### src/rtl/cond_flag_unit_pkg.sv
// cond_flag_unit_pkg: flag bit indices, condition codes and FSM states shared with ALU and decode.
package cond_flag_unit_pkg;
    localparam int FLAG_N = 3;
    localparam int FLAG_Z = 2;
    localparam int FLAG_C = 1;
    localparam int FLAG_V = 0;
    localparam logic [3:0] COND_EQ = 4'h0;
    localparam logic [3:0] COND_NE = 4'h1;
    localparam logic [3:0] COND_CS = 4'h2;
    localparam logic [3:0] COND_CC = 4'h3;
    localparam logic [3:0] COND_MI = 4'h4;
    localparam logic [3:0] COND_PL = 4'h5;
    localparam logic [3:0] COND_VS = 4'h6;
    localparam logic [3:0] COND_VC = 4'h7;
    localparam logic [3:0] COND_HI = 4'h8;
    localparam logic [3:0] COND_LS = 4'h9;
    localparam logic [3:0] COND_GE = 4'hA;
    localparam logic [3:0] COND_LT = 4'hB;
    localparam logic [3:0] COND_GT = 4'hC;
    localparam logic [3:0] COND_LE = 4'hD;
    localparam logic [3:0] COND_AL = 4'hE;
    localparam logic [3:0] COND_NV = 4'hF;
    typedef enum logic {NORM, EXC} state_t;
endpackage

### src/rtl/cond_flag_unit_if.sv
// cond_flag_unit_if: flag write, condition request, exception pulses and status outputs.
interface cond_flag_unit_if #(parameter int CNT_W = 16);
    logic [3:0] nzcv_in;
    logic flag_we;
    logic [3:0] cond;
    logic cond_valid;
    logic exc_entry;
    logic exc_return;
    logic [3:0] flags;
    logic c_out;
    logic v_out;
    logic pass_valid;
    logic pass;
    logic in_exc;
    logic exc_err;
    logic [CNT_W-1:0] pass_cnt;
    logic [CNT_W-1:0] fail_cnt;
    modport master(
        output nzcv_in, flag_we, cond, cond_valid, exc_entry, exc_return,
        input flags, c_out, v_out, pass_valid, pass, in_exc, exc_err, pass_cnt, fail_cnt
    );
    modport slave(
        input nzcv_in, flag_we, cond, cond_valid, exc_entry, exc_return,
        output flags, c_out, v_out, pass_valid, pass, in_exc, exc_err, pass_cnt, fail_cnt
    );
endinterface

### src/rtl/cond_flag_unit_cond_check.sv
// cond_check: combinational ARM-style condition evaluation against an NZCV value.
module cond_check
    import cond_flag_unit_pkg::*;
(
    input logic [3:0] cond,
    input logic [3:0] nzcv,
    output logic pass
);
    logic n, z, c, v;
    assign n = nzcv[FLAG_N];
    assign z = nzcv[FLAG_Z];
    assign c = nzcv[FLAG_C];
    assign v = nzcv[FLAG_V];
    always_comb begin
        pass = 1'b0;
        case (cond)
            COND_EQ: pass = z;
            COND_NE: pass = !z;
            COND_CS: pass = c;
            COND_CC: pass = !c;
            COND_MI: pass = n;
            COND_PL: pass = !n;
            COND_VS: pass = v;
            COND_VC: pass = !v;
            COND_HI: pass = c && !z;
            COND_LS: pass = !c || z;
            COND_GE: pass = n == v;
            COND_LT: pass = n != v;
            COND_GT: pass = !z && (n == v);
            COND_LE: pass = z || (n != v);
            COND_AL: pass = 1'b1;
            COND_NV: pass = 1'b0;
        endcase
    end
endmodule

### src/rtl/cond_flag_unit.sv
// cond_flag_unit: NZCV flags register, registered condition evaluation,
// single-level exception save slot and saturating pass/fail counters.
module cond_flag_unit
    import cond_flag_unit_pkg::*;
#(
    parameter bit FWD = 1'b1,
    parameter int CNT_W = 16
) (
    input logic clk,
    input logic rst,
    cond_flag_unit_if.slave bus
);
    state_t state, state_nx;
    logic [3:0] flags_q, saved, flags_nx, saved_nx, eval_flags;
    logic entry_ok, ret_ok, err_set, eval_pass;
    logic pass_q, pass_valid_q, exc_err_q;
    logic [CNT_W-1:0] pass_cnt_q, fail_cnt_q;

    cond_check u_check (.cond(bus.cond), .nzcv(eval_flags), .pass(eval_pass));

    always_comb begin
        entry_ok = bus.exc_entry && !bus.exc_return && state == NORM;
        ret_ok = bus.exc_return && !bus.exc_entry && state == EXC;
        err_set = (bus.exc_entry || bus.exc_return) && !entry_ok && !ret_ok;
        state_nx = ret_ok ? NORM : entry_ok ? EXC : state;
        flags_nx = ret_ok ? saved : bus.flag_we ? bus.nzcv_in : flags_q;
        saved_nx = entry_ok ? flags_q : saved;
        // forwarding sees exactly what the flags register is about to take
        eval_flags = FWD ? flags_nx : flags_q;
    end

    always_ff @(posedge clk or posedge rst) begin
        if (rst) state <= NORM;
        else state <= state_nx;
    end

    always_ff @(posedge clk or posedge rst) begin
        if (rst) begin
            flags_q <= 4'b0000;
            saved <= 4'b0000;
            exc_err_q <= 1'b0;
            pass_valid_q <= 1'b0;
            pass_q <= 1'b0;
            pass_cnt_q <= '0;
            fail_cnt_q <= '0;
        end else begin
            flags_q <= flags_nx;
            saved <= saved_nx;
            exc_err_q <= exc_err_q || err_set;
            pass_valid_q <= bus.cond_valid;
            pass_q <= bus.cond_valid && eval_pass;
            if (bus.cond_valid && eval_pass && pass_cnt_q != '1) pass_cnt_q <= pass_cnt_q + CNT_W'(1);
            if (bus.cond_valid && !eval_pass && fail_cnt_q != '1) fail_cnt_q <= fail_cnt_q + CNT_W'(1);
        end
    end

    assign bus.flags = flags_q;
    assign bus.c_out = flags_q[FLAG_C];
    assign bus.v_out = flags_q[FLAG_V];
    assign bus.pass_valid = pass_valid_q;
    assign bus.pass = pass_q;
    assign bus.in_exc = state == EXC;
    assign bus.exc_err = exc_err_q;
    assign bus.pass_cnt = pass_cnt_q;
    assign bus.fail_cnt = fail_cnt_q;
endmodule

### src/flat_wrapper.sv
// flat-port wrapper written by rule: the top's interface ports become plain ports
module cond_flag_unit_flat import cond_flag_unit_pkg::*;
#(
    parameter bit FWD = 1'b1,
    parameter int CNT_W = 16
)
  (clk, rst, bus_nzcv_in, bus_flag_we, bus_cond, bus_cond_valid, bus_exc_entry, bus_exc_return, bus_flags, bus_c_out, bus_v_out, bus_pass_valid, bus_pass, bus_in_exc, bus_exc_err, bus_pass_cnt, bus_fail_cnt);
  cond_flag_unit_if #(.CNT_W(CNT_W)) bus_i ();
  input logic clk;
  input logic rst;
  input wire logic [$bits(bus_i.nzcv_in)-1:0] bus_nzcv_in;
  input wire logic [$bits(bus_i.flag_we)-1:0] bus_flag_we;
  input wire logic [$bits(bus_i.cond)-1:0] bus_cond;
  input wire logic [$bits(bus_i.cond_valid)-1:0] bus_cond_valid;
  input wire logic [$bits(bus_i.exc_entry)-1:0] bus_exc_entry;
  input wire logic [$bits(bus_i.exc_return)-1:0] bus_exc_return;
  output wire logic [$bits(bus_i.flags)-1:0] bus_flags;
  output wire logic [$bits(bus_i.c_out)-1:0] bus_c_out;
  output wire logic [$bits(bus_i.v_out)-1:0] bus_v_out;
  output wire logic [$bits(bus_i.pass_valid)-1:0] bus_pass_valid;
  output wire logic [$bits(bus_i.pass)-1:0] bus_pass;
  output wire logic [$bits(bus_i.in_exc)-1:0] bus_in_exc;
  output wire logic [$bits(bus_i.exc_err)-1:0] bus_exc_err;
  output wire logic [$bits(bus_i.pass_cnt)-1:0] bus_pass_cnt;
  output wire logic [$bits(bus_i.fail_cnt)-1:0] bus_fail_cnt;
  assign bus_i.nzcv_in = bus_nzcv_in;
  assign bus_i.flag_we = bus_flag_we;
  assign bus_i.cond = bus_cond;
  assign bus_i.cond_valid = bus_cond_valid;
  assign bus_i.exc_entry = bus_exc_entry;
  assign bus_i.exc_return = bus_exc_return;
  assign bus_flags = bus_i.flags;
  assign bus_c_out = bus_i.c_out;
  assign bus_v_out = bus_i.v_out;
  assign bus_pass_valid = bus_i.pass_valid;
  assign bus_pass = bus_i.pass;
  assign bus_in_exc = bus_i.in_exc;
  assign bus_exc_err = bus_i.exc_err;
  assign bus_pass_cnt = bus_i.pass_cnt;
  assign bus_fail_cnt = bus_i.fail_cnt;
  cond_flag_unit #(.FWD(FWD), .CNT_W(CNT_W)) u_core (.clk(clk), .rst(rst), .bus(bus_i));
endmodule
### config.mk
export PLATFORM = sky130hd
export DESIGN_NAME = cond_flag_unit_flat
export DESIGN_NICKNAME = d
export VERILOG_FILES = /design/src/rtl/cond_flag_unit_pkg.sv /design/src/rtl/cond_flag_unit_if.sv /design/src/rtl/cond_flag_unit_cond_check.sv /design/src/rtl/cond_flag_unit.sv /design/src/flat_wrapper.sv
export SDC_FILE = /design/constraint.sdc
export NUM_CORES = 1
export LEC_CHECK = 0
export ABC_CLOCK_PERIOD_IN_PS = 2900
export BUFFER_PORTS_ARGS = -buffer_cell sky130_fd_sc_hd__buf_4
export CORE_UTILIZATION = 45
export CTS_CLUSTER_DIAMETER = 30
export DETAILED_ROUTE_END_ITERATION = 12
export PLACE_DENSITY = 0.69
export SYNTH_ARGS = -nofsm -noshare
export SYNTH_HDL_FRONTEND = slang
export SYNTH_SLANG_ARGS = --single-unit
### constraint.sdc
create_clock -name clk -period 2.9 [get_ports clk]
set_input_delay 0.435 -clock clk [delete_from_list [all_inputs] [get_ports clk]]
set_output_delay 0.435 -clock clk [all_outputs]
set_load 0.01 [all_outputs]
======== Yosys cells after proc, flatten, opt, wreduce, memory -nomap -nowiden ========
Index checks and enable logic that the tools add are counted.
storage, ports and cells
  bits in registers ....................... 44
cells by class
  add/sub/neg operators ................... 2
  eq/ne operators ......................... 19
  muxes and demuxes ....................... 5
  bitwise logic cells ..................... 1
  reductions and logical operators ........ 27
operator list
  kind                     number
  $add A16 B1 Y16 const B  2
  $eq A4 B4 Y1 const B     8
  $ne A16 B16 Y1 const B   2
  $eq A4 B3 Y1 const B     4
  $pmux W1 S16             1
  $logic_and A1 B1 Y1      12
  $logic_not A1 Y1         9
  $eq A4 B2 Y1 const B     2
  $mux W4                  2
  $eq A4 B1 Y1 const B     1
  $logic_not A4 Y1         1
  $logic_or A1 B1 Y1       4
  $mux W1                  2
  $reduce_bool A2 Y1       1
  $eq A1 B1 Y1             1
  $ne A1 B1 Y1             1
  $not A1 Y1               1

======== Depth between registers and ports, before layout ========
Gate-level depths: netlist (run 1).
  depth after elaboration ................. 10
  gate-level depth with buffers ........... 10
  depth with buffers taken out ............ 8

======== Modules after synthesis ========
From an unflattened synthesis (run 1), not the netlist that was laid out.
second synthesis, totals
  cells, all modules ...................... 211
  area, all modules ....................... 2282.2 um2
modules (own cells, without submodules)
  module          times used  cells each  area an instance (um2)  seq. area each (um2)
  cond_flag_unit  1           188         2127.0                  1101.1
  cond_check      1           23          155.1                   0.0

======== Worst setup path after synthesis (run 1) ========
Ideal clock, no wire load.
  path type ............................... input to register
  start ................................... in bus_flag_we
  end ..................................... reg u_core.fail_cnt_q[12] (netlist: u_core.bus.fail_cnt[12])
  setup time .............................. 128 ps
  data arrival time ....................... 2354 ps
  data required time ...................... 2772 ps
  path slack .............................. 418 ps
  stages on the path ...................... 9
  buffers on the path ..................... 1
  cell sequence ........................... buf_6 mux2_4 mux2_2 mux2i_1 o311ai_1 a31oi_2 a21boi_2 nor4b_1 mux2_1
on the way
  longest elaborated chain between the ends .. 8
RTL lines
  element                              RTL line                                                          RTL
  start: declaration                   flat_wrapper.sv:12                                                input wire logic [$bits(bus_i.flag_we)-1:0] bus_flag_we;
  $mux W4 * (2 in series)              cond_flag_unit.sv:26                                              flags_nx = ret_ok ? saved : bus.flag_we ? bus.nzcv_in : flags_q;
  net u_core.eval_flags[1]             cond_flag_unit.sv:14                                              logic [3:0] flags_q, saved, flags_nx, saved_nx, eval_flags;
  $logic_not A1 Y1                     cond_flag_unit_cond_check.sv:20, cond_flag_unit_cond_check.sv:26
  $logic_or A1 B1 Y1                   cond_flag_unit_cond_check.sv:26                                   COND_LS: pass = !c || z;
  $pmux W1 S16 *                       cond_flag_unit_cond_check.sv:16                                   case (cond)
  $logic_not A1 Y1 *                   cond_flag_unit.sv:53                                              if (bus.cond_valid && !eval_pass && fail_cnt_q != '1) fail_cnt_q <= fail_cnt_q + CNT_W'(1);
  $logic_and A1 B1 Y1 * (2 in series)  cond_flag_unit.sv:53
  end signal: assignment               cond_flag_unit.sv:53
  end: declaration                     cond_flag_unit.sv:17                                              logic [CNT_W-1:0] pass_cnt_q, fail_cnt_q;
Mark *: on every way through the listed nets, which the timed path passes. The rest lies on a longest branch.
A chain may end at the register's enable or synchronous reset.

======== Final worst setup path (run 1) ========
  start ................................... reg u_core.state (netlist: u_core.bus.in_exc)
  end ..................................... reg u_core.fail_cnt_q[12] (netlist: u_core.bus.fail_cnt[12])
on the way
  longest elaborated chain between the ends .. 8
RTL lines
  element                                           RTL line                                                          RTL
  start: declaration                                cond_flag_unit.sv:13                                              state_t state, state_nx;
  start signal: assignment                          cond_flag_unit.sv:34                                              else state <= state_nx;
  $logic_and A1 B1 Y1 *                             cond_flag_unit.sv:23                                              ret_ok = bus.exc_return && !bus.exc_entry && state == EXC;
  $mux W4 *                                         cond_flag_unit.sv:26
  $ne A1 B1 Y1, or another cell as far along        cond_flag_unit_cond_check.sv:28, cond_flag_unit_cond_check.sv:30
  $logic_or A1 B1 Y1, or another cell as far along  cond_flag_unit_cond_check.sv:30                                   COND_LE: pass = z || (n != v);
  $pmux W1 S16 *                                    cond_flag_unit_cond_check.sv:16
  $logic_not A1 Y1 *                                cond_flag_unit.sv:53
  $logic_and A1 B1 Y1 * (2 in series)               cond_flag_unit.sv:53
Every way passes the cells marked *; elsewhere a longest branch is shown, timed or not.

==> results of run 1 <==
## final cells by class
type,count,area (sq um)
multi-input combinational,161,1141
clock buffer,6,72.57
clock inverter,2,35.03
timing repair buffer,60,450.4
tap,67,83.83
sequential,44,1101
inverter,9,33.78
fill,451,1962
## cell usage in the layout (no fill, tap or decap), types with 3 or more instances in the layout
cell type,Yosys,routed
a31oi_1,3,3
and2_1,4,4
and3_1,5,5
buf_4,2,60
clkbuf_8,0,5
dfrtp_1,44,44
inv_1,9,8
mux2_2,5,5
mux2i_1,8,8
nand2_1,20,20
nand3_1,15,15
nand4_1,8,8
nor2_1,14,14
nor3_1,6,6
nor4_1,6,6
o21ai_0,3,3
xnor2_1,17,17
xor2_1,15,15
## metrics by stage
step           total power [mW]  worst slack (ns)
3_3_place_gp              1.385            0.2309
4_1_cts                   1.857            0.3420
2_1_floorplan             1.166            0.4181
5_1_grt                   1.944           0.06942
3_5_place_dp              1.394            0.1636
6_report                  1.831            0.3441
## power by group through the flow
stage / registers [mW] / logic (mW) / clock network (mW)
floorplan: 0.870 / 0.296 / 0
global placement: 0.856 / 0.529 / 0
detailed placement: 0.856 / 0.538 / 0
CTS: 0.844 / 0.540 / 0.473
global route: 0.861 / 0.588 / 0.494
finish: 0.844 / 0.531 / 0.456
## sequential cells by signal (all words and copies together) (netlist names)
signal and flops:
u_core.bus.fail_cnt 16, u_core.bus.pass_cnt 16, u_core.bus.flags 4, u_core.saved 4
u_core.bus.exc_err 1, u_core.bus.in_exc 1, u_core.bus.pass 1, u_core.bus.pass_valid 1
## how the worst max path moves through the flow
stage                                 start                       to  slack, ns  cells after the start
final                     u_core.bus.in_exc  u_core.bus.fail_cnt[12]       0.34                      8
after global placement        bus_exc_entry  u_core.bus.fail_cnt[12]       0.23                      9
after global routing      u_core.bus.in_exc  u_core.bus.fail_cnt[12]       0.07                      8
after floorplan                 bus_flag_we  u_core.bus.fail_cnt[12]       0.42                      9
after CTS                 u_core.bus.in_exc  u_core.bus.fail_cnt[12]       0.34                      8
after detailed placement      bus_exc_entry  u_core.bus.fail_cnt[12]       0.16                      9
## worst max-delay path: cells and delay by family, from the launching register on
kind,cells,cell delay (ns)
flops,1,0.45
simple gates,3,0.66
compound gates,4,0.99
mux,1,0.35
## per-layer routing
| layer | track usage | up-vias | share of wire |
|---|---|---|---|
| li1 | - | 899 | - |
| met1 | 0.2594 | 886 | 0.50 |
| met2 | 0.2848 | 43 | 0.44 |
| met3 | 0.03388 | 5 | 0.052 |
| met4 | 0.05983 | 0 | 0.010 |
| met5 | 0 | - | 0 |
## logic make-up (layout without fill, tap and decap cells)
family / Yosys count / in the layout
XOR/XNOR: 32 / 32
adder cells (fa/ha/maj): 3 / 3
multiplexers: 15 / 15
buffers and inverters: 20 / 77
AND/OR/NAND/NOR: 91 / 91
AO/OA/AOI/OAI: 20 / 20
flip-flops: 44 / 44
==> impl_metrics.tcl, run 1 <==
set metrics [dict create \
    critPathArrivalTime_ns 2.73 \
    grt_pass1_vias 1652 \
    clock_skew_ns 0.004110 \
    netlist_area_sq_mm 0.002345 \
    grt_start_max_net_pins 45 \
    gp_congestion 0.8068 \
    rows 25 \
    routed_wirelength_mm 4.711 \
    cts-root-buf "clkbuf_8" \
    synth_xor_area_frac 0.1195 \
    seq_area_frac_synth 0.4696 \
    synth.area.top_cells "dfrtp_1 (47%), xnor2_1 (6.4%), xor2_1 (5.6%)" \
    vias_per_cell 5.252 \
    ctsResizeCount 0 \
    synth-compound-area-share 0.06564 \
    reg2reg_slack_ns 0.34 \
    slew_violations 0 \
    gr-total-overflow 0 \
    rr_endpoint "u_core.bus.fail_cnt[12]" \
    drive_above_1_share 0.2943 \
    core_area_sq_mm 0.004880 \
    antenna_cells 0 \
    maxCapViolCount 0 \
    synth_top_family_by_area "simple AND/OR/NAND/NOR gates" \
    peakVddDrop_uv 479.1 \
    synth-edff-count 0 \
    drt_iter0_drc 72 \
    switching_share 0.3161 \
    relSlewSlack 0.5147 \
    start_kind "flop" \
    cts_buffer_depth 2 \
    tightest_slew_ns 0.7264 \
    cts_setup_buffers 0 \
    dieWidth_um 74.19 \
    p_leak_nw 1.377 \
    ys_async_sr_fraction 1.000 \
    fin_crit_sh 0.8813 \
    whs_ns 0.2745 \
    area_growth_pct 24.44 \
    grt_pass1_wl_mm 7.610 \
    final_util 0.5979 \
    required_ns 3.07 \
    fin_area_sq_mm 0.002918 \
    slowest_delay_ns 0.45 \
    synth_seq_cells 44 \
    synth_common_cells "dfrtp_1 (44), nand2_1 (20), xnor2_1 (17)" \
    path_max_fanout 11 \
    drt_first_pass_iters 4 \
    yosys.area_share.simple 0.2150 \
    r2r_start "u_core.bus.in_exc" \
    route.detailed.drc 0 \
    grt_use_total 0.1832 \
    instances_no_fill 349 \
    dpl_cell_area_sq_mm 0.002810 \
    cts-htree-levels 2 \
    yosysTopAreaCellShare 0.4696 \
    cts_tree "built" \
    finalSetupTns_ns 0 \
    criticalPathCategory "reg2reg" \
    antenna_found_initial 0 \
    die_area_sq_mm 0.005503 \
    p_per_area_mw_per_mm2 627.4 \
    p_clk_frac 0.249 \
    p_seq_frac 0.461 \
    synth_top_area_cell "dfrtp_1" \
    yosysWarnings 0 \
    crit_slowest_cell "dfrtp_1" \
    synthAdderAreaFrac 0.01494 \
    num_vias 1833 \
    dieHeight_um 74.19 \
    hold_buffers 0 \
    status "finished clean" \
    yosysUniqueCellTypes 44 \
    fmax_mhz 391.3 \
    clk_pin_slew_ns 0.08 \
    setup_viol 0 \
    worstSkewPairLatency_ns 0.29 \
    rsz0062_at_grt "false" \
    port_buffers 55 \
    dp.cells 341 \
    switchingPower_mw 0.5786 \
    dp_hpwl_mm 3.466 \
    hp-class "in2async" \
    synth.most_common_cell "dfrtp_1" \
    rr_worst_depth 8 \
    ys.flop_type "dfrtp_1" \
    path_cells "nand3b_2 > o311ai_0 > o22ai_1 > nor4_1 > a311oi_1 > a21boi_2 > nor4b_1 > mux2_1" \
    synth_nets 241 \
    num_io_pins 56 \
    synthCells 225 \
    endpoint_kind "flop" \
    synth_mux_area_frac 0.06937 \
    final_antenna_net_count 0 \
    numCtsBuffers 5 \
    finalHoldViolations 0 \
    internal_power_mw 1.252 \
    initial_core_util 0.4805 \
    clock-sinks 44 \
    combPwrFrac 0.290 \
    wire_per_inst_um 13.50 \
    finalCriticalPeriod_ns 2.556 \
    fin_nets 297 \
    syn_avg_cell_area_sq_um 10.42 \
]
(Power assumes the default switching activity.)
==> run 2, diff against run 1 <==
--- a/config.mk
+++ b/config.mk
@@ -5,12 +5,13 @@
 export SDC_FILE = /design/constraint.sdc
 export NUM_CORES = 1
 export LEC_CHECK = 0
+export ABC_AREA = 1
 export ABC_CLOCK_PERIOD_IN_PS = 2900
 export BUFFER_PORTS_ARGS = -buffer_cell sky130_fd_sc_hd__buf_4
 export CORE_UTILIZATION = 45
 export CTS_CLUSTER_DIAMETER = 30
 export DETAILED_ROUTE_END_ITERATION = 12
-export PLACE_DENSITY = 0.69
+export PLACE_DENSITY = 0.67
 export SYNTH_ARGS = -nofsm -noshare
 export SYNTH_HDL_FRONTEND = slang
 export SYNTH_SLANG_ARGS = --single-unit
==> impl_metrics.tcl, run 2 <==
set metrics [dict create \
    wire_per_inst_um 12.94 \
    netlist_area_sq_mm 0.002860 \
    ctsResizeCount 0 \
    syn_avg_cell_area_sq_um 7.297 \
    final_common_cell "nand2_1" \
    fillers 585 \
    grt_use_total 0.2207 \
    yosysTopAreaCellShare 0.3850 \
    grt_start_max_net_pins 41 \
    final_antenna_net_count 0 \
    numCtsBuffers 5 \
    num_io_pins 56 \
    required_ns 3.09 \
    fin_nets 459 \
    rows 28 \
    rr_worst_depth 11 \
    clock-sinks 44 \
    clk_pin_slew_ns 0.08 \
    cts_buffer_depth 2 \
    peakVddDrop_uv 499.2 \
    cts_setup_buffers 0 \
    top_layer "met4" \
    cts-htree-levels 2 \
    crit_slowest_cell "dfrtp_1" \
    slowest_delay_ns 0.54 \
    start_kind "flop" \
    vias_per_cell 5.260 \
    antenna_found_initial 0 \
    post-place-ws_ns 0.5688 \
    routed_wirelength_mm 6.715 \
    path_cells "nand3_4 > a21oi_2 > nand2_1 > nand3_1 > nand2_1 > nand3_1 > nand2_1 > nand3_2 > nand3_2 > nand2_1 > nand2_1" \
    antenna_cells 0 \
    ys_async_sr_fraction 1.000 \
    route.detailed.drc 0 \
    gr-total-overflow 0 \
    dp_hpwl_mm 4.865 \
    rsz0062_at_grt "false" \
    cts_tree "built" \
    hp-class "in2async" \
    drt_first_pass_iters 4 \
    wl_met2_mm 3.055 \
    endpoint_kind "flop" \
    route.met3.wl_um 302 \
    finalHoldViolations 0 \
    final_util 0.5633 \
    seq_area_frac_synth 0.3850 \
    synth-edff-count 0 \
    crit_top_cell "nand2_1" \
    drt_iter0_drc 153 \
    maxCapViolCount 0 \
    die_area_sq_mm 0.006679 \
    yosysUniqueCellTypes 30 \
    num_vias 2730 \
    synth_top_area_cell "dfrtp_1" \
    initial_core_util 0.4747 \
    area_growth_pct 18.68 \
    path_max_fanout 13 \
    yosysWarnings 0 \
    synth.most_common_cell "nand2_1" \
    dpl_cell_area_sq_mm 0.003302 \
    mostFrequentLayoutCells "nand2_1 (120), buf_4 (59), nand4_1 (47)" \
    worstSkewPairLatency_ns 0.30 \
    synth_seq_cells 44 \
    status "finished clean" \
    criticalPathCategory "reg2reg" \
    port_buffers 55 \
    synthCells 392 \
    core_area_sq_mm 0.006026 \
    cts-root-buf "clkbuf_8" \
    synth_common_cells "nand2_1 (120), nand4_1 (47), dfrtp_1 (44), inv_1 (44), nand3_1 (28)" \
    synth.area.top_cells "dfrtp_1 (38%), nand2_1 (16%), nand4_1 (10%)" \
    fin_area_sq_mm 0.003395 \
    relSlewSlack 0.3773 \
    critPathArrivalTime_ns 2.35 \
    p_leak_nw 1.771 \
    setup_viol 0 \
    tightest_slew_ns 0.9283 \
    fin_crit_sh 0.7460 \
    clock_skew_ns 0.006813 \
    p_per_area_mw_per_mm2 564.8 \
    setup_ws_ns 0.7366 \
    grt_pass1_vias 2472 \
    fmax_mhz 462.2 \
    dp.cells 511 \
    wl_met1_mm 3.274 \
    synth_nets 408 \
    instances_no_fill 519 \
    finalCriticalPeriod_ns 2.163 \
    finalSetupTns_ns 0 \
    power_mw 1.917 \
    dieWidth_um 81.73 \
    ys.flop_type "dfrtp_1" \
    hold_buffers 0 \
    whs_ns 0.2204 \
    drive_above_1_share 0.1937 \
    slew_violations 0 \
    grt_pass1_wl_mm 11.40 \
    gp_congestion 0.8852 \
    dieHeight_um 81.73 \
]
-- run 2: cell types whose count changed in the layout (fill, tap and decap cells not counted), moves of 4 or more --
| cell | change |
|---|---|
| mux2_2 | -5 |
| mux2i_1 | -8 |
| o21ai_0 | +7 |
| nand2_1 | +100 |
| nand3_1 | +13 |
| and3_1 | -5 |
| nor2_1 | +10 |
| nand2_2 | +5 |
| inv_1 | +35 |
| xnor2_1 | -9 |
| nand4_1 | +39 |
| and2_1 | -4 |
-- run 2: final timing paths --
| path | from | end | slack [ns] |
|---|---|---|---|
| hold reg to reg | u_core.bus.exc_err | u_core.bus.exc_err | 0.49 |
| max in group asynchronous | rst | u_core.bus.fail_cnt[10] | 1.94 |
| hold / removal | rst | u_core.bus.pass_valid | 0.22 |
| setup / recovery | u_core.bus.in_exc | u_core.bus.pass_cnt[14] | 0.74 |
| min in group clk | bus_exc_entry | u_core.bus.exc_err | 0.36 |
| setup reg to reg | u_core.bus.in_exc | u_core.bus.pass_cnt[14] | 0.74 |
-- run 2: area by class of cell --
class	instances	area, sq um	area share
inverters	48	181.4	0.05345
clock buffers	6	82.58	0.02433
repair buffers	59	442.9	0.1305
well taps	75	93.84	0.02764
clock inverters	2	10.01	0.002949
multi-input cells	285	1483	0.4368
flip-flops and latches	44	1101	0.3244
-- run 2: cells by family after synthesis --
family                   Yosys count  synth area share
adder cells (fa/ha/maj)            2          0.008748
buffers and inverters             63           0.09667
flip-flops                        44            0.3850
AO/OA/AOI/OAI                     14           0.02581
XOR/XNOR                          23           0.07043
AND/OR/NAND/NOR                  246            0.4134
-- run 2: worst max-delay path: cells and delay by family (launching register included) --
| family | cells | cell delay [ns] |
|---|---|---|
| compound gates | 1 | 0.28 |
| simple gates | 10 | 1.23 |
| flops | 1 | 0.54 |
-- run 2: power breakdown --
part / leakage, nW / switching [mW] / total, mW / internal [mW]
Sequential: 0.580 / 0.140 / 0.862 / 0.722
Combinational: 1.14 / 0.378 / 0.649 / 0.271
Clock: 0.0510 / 0.216 / 0.407 / 0.190
Total: 1.77 / 0.734 / 1.92 / 1.18
-- run 2: routing by layer --
metal,global-route usage,vias to the layer above
met4,0.05789,0
met2,0.3438,63
li1,-,1386
met3,0.04889,9
met5,0,-
met1,0.3071,1272
